**src/rtl/cpu_pkg.sv**
```systemverilog
// Shared CPU control-path definitions: program-counter operation codes and
// default address geometry for the sequencer/PC datapath.
package cpu_pkg;

    localparam int ADDR_W_DEF    = 8;
    localparam int RESET_VEC_DEF = 0;

    typedef enum logic [2:0] {
        HOLD = 3'd0,
        INC  = 3'd1,
        JMP  = 3'd2,
        JCC  = 3'd3,
        CALL = 3'd4,
        RET  = 3'd5
    } pc_op_e;

endpackage

```
**src/rtl/ret_stack.sv**
```systemverilog
// Return-address LIFO: register array with a depth counter, zero-latency
// top-of-stack read. Push/pop requests against full/empty are ignored.
module ret_stack #(
    parameter int DEPTH = 4,
    parameter int W     = 8
) (
    input  logic                       clk,
    input  logic                       rst,
    input  logic                       push,
    input  logic                       pop,
    input  logic [W-1:0]               din,
    output logic [W-1:0]               top,
    output logic [$clog2(DEPTH):0]     depth,
    output logic                       full,
    output logic                       empty
);

    localparam int PTR_W   = $clog2(DEPTH);
    localparam int DEPTH_W = PTR_W + 1;

    logic [W-1:0]       mem_p0 [DEPTH];
    logic [DEPTH_W-1:0] depth_p0;
    logic [PTR_W-1:0]   wr_idx;
    logic [PTR_W-1:0]   rd_idx;
    logic               do_push;
    logic               do_pop;

    assign full  = (depth_p0 == DEPTH_W'(DEPTH));
    assign empty = (depth_p0 == '0);
    assign depth = depth_p0;

    // When full the low pointer bits wrap to zero, so rd_idx still lands on DEPTH-1.
    assign wr_idx = depth_p0[PTR_W-1:0];
    assign rd_idx = depth_p0[PTR_W-1:0] - PTR_W'(1);

    assign do_push = push && !full;
    assign do_pop  = pop && !empty && !push;

    assign top = mem_p0[rd_idx];

    always_ff @(posedge clk) begin
        if (rst) begin
            depth_p0 <= '0;
        end else if (do_push) begin
            depth_p0 <= depth_p0 + DEPTH_W'(1);
        end else if (do_pop) begin
            depth_p0 <= depth_p0 - DEPTH_W'(1);
        end
    end

    always_ff @(posedge clk) begin
        if (do_push) begin
            mem_p0[wr_idx] <= din;
        end
    end

endmodule

```
**src/rtl/pc_stack.sv**
```systemverilog
// Program counter with reset vector, conditional branch and a hardware
// return-address stack; one prioritised action per clock.
module pc_stack
    import cpu_pkg::*;
#(
    parameter int                  ADDR_W      = ADDR_W_DEF,
    parameter int                  STACK_DEPTH = 4,
    parameter logic [ADDR_W-1:0]   RESET_VEC   = ADDR_W'(RESET_VEC_DEF)
) (
    input  logic                          clk,
    input  logic                          rst,
    input  logic                          inc,
    input  logic                          jmp,
    input  logic                          jcc,
    input  logic                          cond,
    input  logic                          call,
    input  logic                          ret,
    input  logic                          err_clr,
    input  logic [ADDR_W-1:0]             target,
    output logic [ADDR_W-1:0]             pc,
    output logic [$clog2(STACK_DEPTH):0]  depth,
    output logic                          stk_full,
    output logic                          stk_empty,
    output logic                          ovf_err,
    output logic                          unf_err
);

    if (ADDR_W < 4) begin : g_chk_addr_w
        $error("pc_stack: ADDR_W must be at least 4");
    end
    if (STACK_DEPTH < 2 || (STACK_DEPTH & (STACK_DEPTH - 1)) != 0) begin : g_chk_depth
        $error("pc_stack: STACK_DEPTH must be a power of two >= 2");
    end

    function automatic logic [ADDR_W-1:0] pc_plus1(input logic [ADDR_W-1:0] a);
        return a + ADDR_W'(1);
    endfunction

    logic [ADDR_W-1:0] pc_p0;
    logic [ADDR_W-1:0] pc_nxt;
    logic [ADDR_W-1:0] stk_top;
    logic              ovf_p0;
    logic              unf_p0;
    logic              ovf_set;
    logic              unf_set;
    logic              push;
    logic              pop;
    pc_op_e            op;

    ret_stack #(
        .DEPTH (STACK_DEPTH),
        .W     (ADDR_W)
    ) u_ret_stack (
        .clk   (clk),
        .rst   (rst),
        .push  (push),
        .pop   (pop),
        .din   (pc_plus1(pc_p0)),
        .top   (stk_top),
        .depth (depth),
        .full  (stk_full),
        .empty (stk_empty)
    );

    always_comb begin
        op = HOLD;
        if (call) begin
            op = CALL;
        end else if (ret) begin
            op = RET;
        end else if (jmp) begin
            op = JMP;
        end else if (jcc) begin
            op = JCC;
        end else if (inc) begin
            op = INC;
        end
    end

    always_comb begin
        pc_nxt  = pc_p0;
        push    = 1'b0;
        pop     = 1'b0;
        ovf_set = 1'b0;
        unf_set = 1'b0;
        case (op)
            CALL: begin
                if (stk_full) begin
                    ovf_set = 1'b1;
                end else begin
                    push   = 1'b1;
                    pc_nxt = target;
                end
            end
            RET: begin
                if (stk_empty) begin
                    unf_set = 1'b1;
                end else begin
                    pop    = 1'b1;
                    pc_nxt = stk_top;
                end
            end
            JMP:     pc_nxt = target;
            JCC:     pc_nxt = cond ? target : pc_plus1(pc_p0);
            INC:     pc_nxt = pc_plus1(pc_p0);
            default: pc_nxt = pc_p0;
        endcase
    end

    // A fresh error in the clearing cycle keeps its flag set.
    always_ff @(posedge clk) begin
        if (rst) begin
            pc_p0  <= RESET_VEC;
            ovf_p0 <= 1'b0;
            unf_p0 <= 1'b0;
        end else begin
            pc_p0  <= pc_nxt;
            ovf_p0 <= ovf_set | (ovf_p0 & ~err_clr);
            unf_p0 <= unf_set | (unf_p0 & ~err_clr);
        end
    end

    assign pc      = pc_p0;
    assign ovf_err = ovf_p0;
    assign unf_err = unf_p0;

endmodule

```
**config.mk**
```make
export PLATFORM = sky130hd
export DESIGN_NAME = pc_stack
export DESIGN_NICKNAME = d
export VERILOG_FILES = /design/src/rtl/cpu_pkg.sv /design/src/rtl/ret_stack.sv /design/src/rtl/pc_stack.sv
export SDC_FILE = /design/constraint.sdc
export NUM_CORES = 1
export LEC_CHECK = 0
export CAP_MARGIN = 15
export CELL_PAD_IN_SITES_DETAIL_PLACEMENT = 0
export CELL_PAD_IN_SITES_GLOBAL_PLACEMENT = 2
export CORE_MARGIN = 2
export CORE_UTILIZATION = 36
export CTS_CLUSTER_SIZE = 10
export DETAILED_ROUTE_END_ITERATION = 8
export HOLD_SLACK_MARGIN = 0.08
export MAX_ROUTING_LAYER = met4
export PLACE_DENSITY_LB_ADDON = 0.1
export SYNTH_ARGS = -nofsm -noshare
export SYNTH_HDL_FRONTEND = slang
export SYNTH_SLANG_ARGS = --single-unit
```
**constraint.sdc**
```tcl
create_clock -name clk -period 2.4 [get_ports clk]
set_input_delay 0.48 -clock clk [delete_from_list [all_inputs] [get_ports clk]]
set_output_delay 0.48 -clock clk [all_outputs]
set_load 0.005 [all_outputs]
```
==> results <==
==> critical path, delay by kind of cell, from the launching register on <==
| kind | cells | cell delay, ns |
|---|---|---|
| adder cells (fa/ha/maj) | 1 | 0.20 |
| buffers and inverters | 3 | 0.64 |
| flip-flops | 1 | 0.45 |
| AND/OR/NAND/NOR | 1 | 0.17 |
==> metrics by stage <==
stage	area, µm²	setup slack [ns]	hold slack (ns)	std cells
floorplan	2310	0.344	0.466	190
global placement	2780	0.140	0.466	306
detailed placement	2780	0.0702	0.469	306
CTS	2870	0.00373	0.486	313
global route	2890	0.0585	0.499	313
finish	2890	0.156	0.485	313
==> worst max-delay path by stage <==
stage / startpoint / endpoint / slack, ns / depth (start not counted)
finish: u_ret_stack.depth[1] / stk_full / 0.16 / 5
global route: u_ret_stack.depth[1] / stk_full / 0.06 / 5
CTS: u_ret_stack.depth[1] / stk_empty / 0.004 / 4
detailed placement: call / pc[2] / 0.07 / 7
global placement: call / pc[2] / 0.14 / 7
floorplan: u_ret_stack.depth[0] / pc[5] / 0.34 / 9
==> per-layer routing <==
layer	wire, µm	up-vias	global-route usage (%)	share of wire, %
met5	0	-	-	0
met4	55	0	3.96	0.95
met3	151	7	3.34	2.6
met2	3000	31	30.6	52
met1	2570	828	20.9	45
li1	-	811	-	-
==> report_power, final <==
part           switching, mW  internal [mW]  leakage, nW
combinational          0.501          0.524        0.588
clock                  0.260          0.201       0.0402
sequential            0.0947           1.02        0.404
total                  0.855           1.75         1.03
==> cell usage after synthesis, drive strengths merged (2+ instances only) <==
| master | number | area, µm² |
|---|---|---|
| a21oi | 13 | 68.8 |
| inv | 6 | 22.5 |
| o211ai | 2 | 15.0 |
| buf | 8 | 58.8 |
| a21boi | 2 | 15.0 |
| nand3 | 8 | 40.0 |
| nor2b | 3 | 18.8 |
| a311o | 5 | 50.1 |
| and3b | 2 | 17.5 |
| nand2 | 19 | 71.3 |
| edfxtp | 32 | 961 |
| and3 | 4 | 25.0 |
| xnor2 | 5 | 43.8 |
| a2111oi | 4 | 40.0 |
| mux4 | 8 | 203 |
| nand3b | 3 | 22.5 |
| o21ai | 4 | 23.8 |
| ha | 5 | 62.6 |
| dfxtp | 13 | 260 |
| a32oi | 2 | 17.5 |
| nor2 | 17 | 63.8 |
| nand2b | 7 | 46.3 |
==> cell families after synthesis <==
| family | Yosys count | share of synthesized area, % |
|---|---|---|
| compound gates | 41 | 13.4 |
| xor+xnor | 6 | 2.27 |
| fa+ha+maj | 6 | 3.57 |
| buf+inv | 15 | 3.68 |
| flops | 45 | 52.8 |
| mux | 9 | 9.20 |
| simple gates | 68 | 15.1 |
==> state kept, by name, indices dropped and copies added (netlist names) <==
| signal | flops |
|---|---|
| unf_err | 1 |
| u_ret_stack.depth | 3 |
| u_ret_stack.mem_p0 | 32 |
| ovf_err | 1 |
| pc | 8 |
==> repair_timing <==
item / in CTS / in global routing
endpoints found under the setup margin: 1 / 2
resized for setup: 1 / 3
pin swaps: 0 / 0
hold buffers: 0 / 0
==> final cells by class <==
type / count / share of cell area (%)
flip-flops and latches: 45 / 42.3
multi-input cells: 130 / 35.5
clock buffers: 5 / 2.38
clock inverters: 2 / 0.563
repair buffers: 48 / 15.2
well taps: 77 / 3.33
inverters: 6 / 0.780
==> layout by cell type, fill, tap and decap left out, types with 6 or more instances in the layout <==
master           instances
edfxtp_1                32
nand3_1                  8
nand2b_1                 6
mux4_1                   6
nand2_1                 19
a21oi_1                 12
dfxtp_1                 13
clkdlybuf4s50_1         31
buf_4                   17
nor2_1                  17
inv_1                    6
==> summary.txt <==
Clock tree
  • Worst skew pair latency: ~0.30 ns
  • CTS tree: yes
  • H-tree depth reported by CTS: 2
  • CTS Buf Count: 5
  • CTS sink count: 45
  • CTS Root Cell: clkbuf_8
  • CTS clk-pin slew, worst paths: ~0.09 ns
  • Setup Buffers After CTS: 0
  • Maximum root-to-sink buffer count: 2

Yosys
  • Post-synthesis sequential area ratio: a little over half
  • Post-synthesis async set-or-reset flop share: 0%
  • Synth Flop Type: edfxtp_1
  • Syn Area/Cell: roughly 12 µm²
  • Net Count, Synth: between 200 and 250
  • EDFF count, synth: 32
  • Yosys Warn Count: 0
  • Synth cell types: 46
  • Cells after Synth: 190
  • Mapped Area: 2310 µm²
  • Yosys reg bits: between 40 and 50

Power
  • VDD IR-drop max: approximately 470 µV
  • Pwr dens: roughly 900 nW/µm²
  • Overall Power: 2.60 mW
  • Leak Pwr: between 1 and 1.5 nW

Cells and area
  • FILL cells: just under 600
  • Final design utilization: a little under half
  • Antenna diodes: 0
  • Area Growth Syn to Fin: 24.9%
  • Layout cells sized above 1: around 15%
  • Footprint of the multi-input gates: around 1000 µm²
  • Sequential cell area: between 1000 and 1500 µm²
  • Final nets: about 260

Routing
  • WL/cell: ~18 µm
  • Drt total wl: between 5 and 6 mm
  • Vias/cell: ~5.4
  • Antenna Nets Post-Route: 0
  • Initial DRC Count: a little over 90
  • DRC viols: 0
  • Via count: around 1,700
  • Detailed Routing Iterations Pass 1: 5

STA
  • Final Hold Violating Endpoints: 0
  • Max-slew headroom: a little under 60%
  • Pins Over Slew Limit: 0
  • Setup violations, final: 0
  • Final Cycle Share: 93.5%
  • Worst slew pin tran: between 0.6 and 0.7 ns
  • RSZ-0062 raised after global routing: no
  • Setup TNS: 0 ns
  • FMAX: 446 MHz
  • Clock skew: around 0.0064 ns
  • Tmin final: about 2.2 ns

Worst hold path
  • Min-Delay Path Depth: 2
  • HP Class: reg -> reg
  • Worst hold endpoint: ovf_err
  • HP Start: ovf_err

Setup path
  • Worst Setup End Kind: output port
  • CP max stage delay: around 0.45 ns
  • Data required, critical path: about 1.9 ns
  • FF-to-FF Start: u_ret_stack.depth[1]
  • CP max FO: 7
  • R2R setup slack: 0.29 ns
  • CP Class: reg -> out
  • Critical-path cell list: inv_1 -> ha_4 -> nand2_1 -> inv_1 -> clkdlybuf4s50_1
  • Crit path launch type: flop
  • CP max-delay cell: dfxtp_1
  • R2R cell count: 8
  • CP arrival: 1.76 ns
  • Reg2reg end: u_ret_stack.depth[2]
  • Crit-path most repeated cell: inv_1

Die
  • Chip width: roughly 84 µm
  • Cell Rows: 29
  • Die height: around 84 µm
  • Top Ports: 32
  • Initial Utilization: 36.8%
  • Die area: between 7000 and 8000 µm²
  • Core Area: ~6300 µm²

GRT
  • Largest net degree at the start of global routing: 15
  • Remaining Overflow, GRT: 0
  • Number of global-route vias before repair: about 1,800
  • GRT Util Overall: ~17%
  • Initial antenna violation count: 0
  • Global-route wire length before repair: between 9 and 10 mm

Run
  • Max capacitance violation total: 0

Run status
  • Status: completed

Placement
  • IO Port Bufs: 31
  • Detailed Place HPWL: between 4 and 5 mm
  • GPL Wtd Cong: a little under 0.8
Note: power is estimated with default switching activity, not from simulation.
==> RTL change 1 (same flow settings) <==
Reset style: asynchronous (`rst`), changed in 2 clocked blocks.
--- a/src/rtl/ret_stack.sv
+++ b/src/rtl/ret_stack.sv
@@ -38,7 +38,7 @@
 
     assign top = mem_p0[rd_idx];
 
-    always_ff @(posedge clk) begin
+    always_ff @(posedge clk or posedge rst) begin
         if (rst) begin
             depth_p0 <= '0;
         end else if (do_push) begin
--- a/src/rtl/pc_stack.sv
+++ b/src/rtl/pc_stack.sv
@@ -108,7 +108,7 @@
     end
 
     // A fresh error in the clearing cycle keeps its flag set.
-    always_ff @(posedge clk) begin
+    always_ff @(posedge clk or posedge rst) begin
         if (rst) begin
             pc_p0  <= RESET_VEC;
             ovf_p0 <= 1'b0;
Behaviour: differs if rst is asserted again (counterexample within 4 cycles, from zero or initial values and one cycle with rst high); with rst held inactive, the same outputs for 10 cycles.
==> RTL change 1 against the original RTL <==
  * Cell area grew 1.5%
  * Wire length decreased by 2.3%
  * Sequential cell count is the same
  * Area after synthesis rose by 1.8%
  * Critical path type unchanged
  * Worst setup slack got worse by 0.0010 ns
  * Combinational power grew 45%
  * Power is 28% higher
  * Largest power group is now combinational cells
  * Sequential power up 19%
==> RTL change 1: results (changes against the original RTL) <==
RUN STATUS
------------------------------------------------------------------------------------
Outcome ...............................................................    completed

POWER
------------------------------------------------------------------------------------
Peak supply drop ......................................................       532 uV   +12%
Leakage power total ...................................................      1.07 nW   +4.0%

YOSYS
------------------------------------------------------------------------------------
Top cells by instance count after synthesis ........................... sky130_fd_sc_hd__edfxtp_1 (32), sky130_fd_sc_hd__nand2_1 (19), sky130_fd_sc_hd__dfrtp_1 (13), sky130_fd_sc_hd__inv_1 (10), sky130_fd_sc_hd__o21ai_0 (9)
Share of synthesized area occupied by flip-flops and latches ..........        54.6%   +1.8 points
Proportion of synthesized flip-flops having asynchronous set or reset .        28.9%   +29 points
Top post-synthesis cells by area ...................................... sky130_fd_sc_hd__edfxtp_1 (41%), sky130_fd_sc_hd__dfrtp_1 (14%), sky130_fd_sc_hd__mux4_2 (7.7%), sky130_fd_sc_hd__ha_1 (3.2%), sky130_fd_sc_hd__nand2_1 (3.0%)

PLACED DESIGN
------------------------------------------------------------------------------------
HPWL after detailed placement .........................................      4230 um   -2.2%
Routability congestion estimate from global placement .................        0.837   +7.3%
Placed cell areas .....................................................     2830 um2   +1.5%

DETAILED ROUTING
------------------------------------------------------------------------------------
Detailed router's first-iteration violation count .....................           75   -19%
Detailed-route vias per instance ......................................         5.37   +0.16%
Iteration count of the initial detailed-routing pass ..................            4   -1
Average wire length per cell after detail routing .....................      18.1 um   -1.7%

CELLS AND AREA
------------------------------------------------------------------------------------
Ratio of cells with drive above 1 in the final layout .................        19.2%   +4.4 points
Nets@finish ...........................................................          256   -1.2%
Number of fill cells in the layout ....................................          587   +1.2%

GLOBAL ROUTING
------------------------------------------------------------------------------------
Vias in the first global route ........................................         1708   -3.9%
Maximum number of pins on one net before global-route repair ..........           24   +9
First-pass GRT wire length ............................................      8980 um   -1.7%

WORST HOLD PATH
------------------------------------------------------------------------------------
Startpoint of the lowest-slack hold path ..............................      unf_err
Cell depth of the worst hold path .....................................            1   -1
Endpoint with the worst hold slack ....................................      unf_err

CLOCK TREE
------------------------------------------------------------------------------------
Post-CTS sizing .......................................................            0   -1

CRITICAL PATH
------------------------------------------------------------------------------------
Worst R2R Path Depth ..................................................            7   -1

STA
------------------------------------------------------------------------------------
Tightest Pin Transition ...............................................     0.599 ns   -0.0319 ns
Worst Hold Slack ......................................................     0.528 ns   +0.0429 ns
Worst clock skew ......................................................   0.00621 ns   -0.000142 ns

RTL change 1: worst max-delay path by stage:
stage                                     from  endpoint  slack (ns)  depth (start not counted)
after global routing      u_ret_stack.depth[1]  stk_full        0.04                          5
after detailed placement                   ret     pc[4]        0.12                          6
final                     u_ret_stack.depth[1]  stk_full        0.15                          5
after floorplan           u_ret_stack.depth[0]     pc[1]        0.25                          7
after global placement                     ret     pc[6]        0.13                          6
after CTS                 u_ret_stack.depth[1]  stk_full        0.02                          5
RTL change 1: where the power goes:
part / switching [mW] / internal (mW)
Combinational: 0.731 / 0.749
Clock: 0.275 / 0.237
Sequential: 0.168 / 1.16
RTL change 1: layout make-up:
class / count / area [um2] / area share, %
Clock inverter: 2 / 16.3 / 0.555
Multi-Input combinational cell: 126 / 983 / 33.5
Inverter: 10 / 37.5 / 1.28
Tap cell: 77 / 96.3 / 3.29
Timing Repair Buffer: 45 / 428 / 14.6
Clock buffer: 6 / 82.6 / 2.82
Sequential cell: 45 / 1290 / 43.9
RTL change 1: layer usage:
metal  part of all wire (%)  global-route usage [%]  vias up  routed length [um]
met2                     50                    27.6       30                2820
met3                    3.3                    3.02        5                 185
li1                       -                       -      798                   -
met1                     46                    21.9      836                2590
met5                      0                       -        -                   0
met4                   0.83                    4.76        0                  47
RTL change 1: cells by family after synthesis:
| family | after synthesis | share of synthesized area (%) |
|---|---|---|
| muxes | 11 | 8.98 |
| AOI/OAI and AO/OA | 50 | 15.0 |
| buffers and inverters | 19 | 3.83 |
| and+or+nand+nor | 52 | 11.7 |
| xor gates and xnor gates | 7 | 2.60 |
| adders and majority gates | 6 | 3.19 |
| DFF | 45 | 54.6 |
RTL change 1: stage by stage:
step / std cells / setup slack (ns) / utilization, %
2_1_floorplan: 190 / 0.250 / -
4_1_cts: 311 / 0.0155 / 46.1
3_5_place_dp: 303 / 0.122 / 44.5
6_report: 311 / 0.155 / 46.2
5_1_grt: 311 / 0.0369 / 46.2
3_3_place_gp: 303 / 0.130 / 44.5
RTL change 1: worst max-delay path, stage by stage, from the launching register on:
cell	delay, ns
sky130_fd_sc_hd__dfrtp_2	0.47
sky130_fd_sc_hd__inv_2	0.11
sky130_fd_sc_hd__ha_1	0.20
sky130_fd_sc_hd__nand2_2	0.10
sky130_fd_sc_hd__inv_2	0.09
sky130_fd_sc_hd__clkdlybuf4s50_1	0.50
==> RTL change 2 (same flow settings) <==
Made on the original files. Set the parameter `STACK_DEPTH` to 8 (it was 4).
--- a/src/rtl/pc_stack.sv
+++ b/src/rtl/pc_stack.sv
@@ -4,7 +4,7 @@
     import cpu_pkg::*;
 #(
     parameter int                  ADDR_W      = ADDR_W_DEF,
-    parameter int                  STACK_DEPTH = 4,
+    parameter int                  STACK_DEPTH = 8,
     parameter logic [ADDR_W-1:0]   RESET_VEC   = ADDR_W'(RESET_VEC_DEF)
 ) (
     input  logic                          clk,
Interface: changed (resized depth); port bits go from 32 to 33. The function was not compared with the original's and may differ.
==> RTL change 2 against the original RTL <==
  * Worst setup slack worse by 0.098 ns
  * Hold slack got worse by 0.020 ns
  * Clock power grew 110%
  * Power rose by 75%
  * Global-route usage fell by 1.8 points
  * Die area up 49%
  * Combinational power increased by 69%
  * Area after synthesis grew 52%
  * Sequential share of layout area grew 8.4 points
  * Sequential cell count is 33 higher
  * First-iteration DRC count up 51%
  * Cell area grew 51%
  * Wire length increased by 31%
  * Critical endpoint is now stk_empty
  * Highest routed layer unchanged
==> RTL change 2: results (changes against the original RTL) <==
CRITICAL PATH
------------------------------------------------------------------------------
Launching point of the worst reg2reg path ....................... u_ret_stack.depth[0]
Delay of the slowest cell on the worst path .....................      0.49 ns   +0.04 ns
Data arrival time of the critical path ..........................      1.86 ns   +0.10 ns
End of the worst register-to-register path ...................... u_ret_stack.depth[3]
Top fanout value on the critical path ...........................            4   -3
Slowest library cell on the worst path .......................... sky130_fd_sc_hd__clkdlybuf4s50_1
Worst R2R Path Depth ............................................           10   +2
Register-to-register path setup slack ...........................      0.27 ns   -0.02 ns

PLACED DESIGN
------------------------------------------------------------------------------
Quantity of I/O buffers inserted on ports .......................           32   +3.2%
DP Worst Slack ..................................................    0.0314 ns   -0.0389 ns
Number of placed cells counting well taps .......................          406   +33%
HPWL after detailed placement ...................................      5180 um   +20%
Routability congestion estimate from global placement ...........        0.739   -5.3%

CELLS AND AREA
------------------------------------------------------------------------------
Ratio of cells with drive above 1 in the final layout ...........        21.8%   +7.0 points
Flip-flop count of the largest register after layout ............           64   +100%
Filler-free cell count of the finished design ...................          422   +35%
Number of fill cells in the layout ..............................          890   +53%
Nets@finish .....................................................          307   +19%

YOSYS
------------------------------------------------------------------------------
Synthesized net count ...........................................          253   +19%
Top cells by instance count after synthesis ..................... sky130_fd_sc_hd__edfxtp_1 (64), sky130_fd_sc_hd__nor2_1 (27), sky130_fd_sc_hd__dfxtp_1 (14), sky130_fd_sc_hd__nand2_1 (13), sky130_fd_sc_hd__inv_1 (10)
Number of enable-type register cells in the synthesized netlist .           64   +100%
Post-synthesis cell type count ..................................           44   -4.3%
Post-synthesis area per instance ................................     15.3 um2   +26%
Top post-synthesis cells by area ................................ sky130_fd_sc_hd__edfxtp_1 (55%), sky130_fd_sc_hd__dfxtp_1 (8.0%), sky130_fd_sc_hd__mux4_1 (6.7%), sky130_fd_sc_hd__mux4_2 (5.1%), sky130_fd_sc_hd__nor2_1 (2.9%)
Number of warnings printed during yosys synthesis ...............            0   unchanged
Share of synthesized area occupied by flip-flops and latches ....        62.6%   +9.8 points

GLOBAL ROUTING
------------------------------------------------------------------------------
Maximum number of pins on one net before global-route repair ....           25   +10
First-pass GRT wire length ......................................     11600 um   +27%
Overall global routing resource usage ...........................        15.7%   -1.8 points
Vias in the first global route ..................................         2049   +15%

CLOCK TREE
------------------------------------------------------------------------------
Skew-Pair Late Insertion Delay ..................................      0.35 ns   +0.05 ns
Number of buffers added by the clock tree synthesis step ........            9   +4

POWER
------------------------------------------------------------------------------
Switching power as a share of total power .......................        33.4%   +0.53 points
Leakage power total .............................................      1.51 nW   +46%
Peak supply drop ................................................       358 uV   -24%

STA
------------------------------------------------------------------------------
Remaining max-slew budget at the tightest pin ...................        42.1%   -16 points
Worst clock skew ................................................   0.00943 ns   +0.00308 ns
Number of max-slew violations in the final report ...............            0   unchanged

DETAILED ROUTING
------------------------------------------------------------------------------
Iteration count of the initial detailed-routing pass ............            4   -1
Via count .......................................................         2075   +24%
Detailed router's first-iteration violation count ...............          140   +51%

RUN STATUS
------------------------------------------------------------------------------
Outcome .........................................................    completed

## RTL change 2: power by group through the flow
stage,Clock [mW],Sequential [mW],Combinational [mW]
global route,1.03,1.91,1.89
CTS,0.985,1.89,1.74
global placement,0,1.91,1.73
finish,0.949,1.89,1.72
detailed placement,0,1.92,1.72
floorplan,0,1.92,1.10
## RTL change 2: cell families (layout without fill, tap and decap cells)
| kind of cell | Yosys count | count (layout) | share of synthesized area, % |
|---|---|---|---|
| DFF | 78 | 78 | 62.6 |
| xor gates and xnor gates | 9 | 9 | 2.24 |
| AOI/OAI and AO/OA | 33 | 33 | 8.40 |
| adders and majority gates | 6 | 6 | 2.35 |
| muxes | 18 | 18 | 12.1 |
| and+or+nand+nor | 64 | 64 | 8.83 |
| buffers and inverters | 22 | 81 | 3.42 |
## RTL change 2: repair_timing
action	4_1_cts	5_1_grt
gates resized for setup	2	1
cloned	0	0
pin swaps	0	0
endpoints found under the setup margin	1	1
## RTL change 2: worst max path at each step
stage | start | end | slack (ns)
6_report | u_ret_stack.depth[0] | stk_empty | 0.06
5_1_grt | u_ret_stack.depth[0] | stk_empty | 0.0005
4_1_cts | u_ret_stack.depth[0] | stk_empty | 0.04
3_5_place_dp | ret | pc[1] | 0.03
3_3_place_gp | jmp | pc[1] | 0.06
2_1_floorplan | u_ret_stack.depth[0] | u_ret_stack.depth[3] | 0.02
## RTL change 2: final cells by class
class                      count  area (um2)  area share [%]
clock buffer                   9         124            2.85
clock inverter                 7        63.8            1.47
inverter                      10        40.0           0.921
multi-input combinational    130        1250            28.7
sequential                    78        2200            50.7
tap                          133         166            3.83
timing repair buffer          55         505            11.6
## RTL change 2: layer usage
layer  wire [um]  vias up  GRT usage (%)  part of all wire [%]
met5           0        -              -                     0
met4          90        0           5.77                   1.2
met3         427        9           2.71                   5.6
met2        3250       55           22.4                    43
met1        3810      996           22.6                    50
li1            -     1015              -                     -
## RTL change 2: worst reg2reg max path, delay by kind of cell, from the launching register on
kind,cells,cell delay (ns)
AO/OA/AOI/OAI,2,0.31
adder cells (fa/ha/maj),2,0.38
buffers and inverters,1,0.06
flip-flops,1,0.38
multiplexers,1,0.31
AND/OR/NAND/NOR,4,0.61
## RTL change 2: metrics by stage
| step | util, % | cell area (um2) | power [mW] | hold WS (ns) |
|---|---|---|---|---|
| global placement | 43.1 | 4150 | 3.64 | 0.456 |
| detailed placement | 43.1 | 4150 | 3.64 | 0.454 |
| global route | 45.1 | 4350 | 4.83 | 0.523 |
| CTS | 45.0 | 4340 | 4.62 | 0.469 |
| finish | 45.1 | 4350 | 4.56 | 0.465 |
| floorplan | - | 3570 | 3.01 | 0.460 |
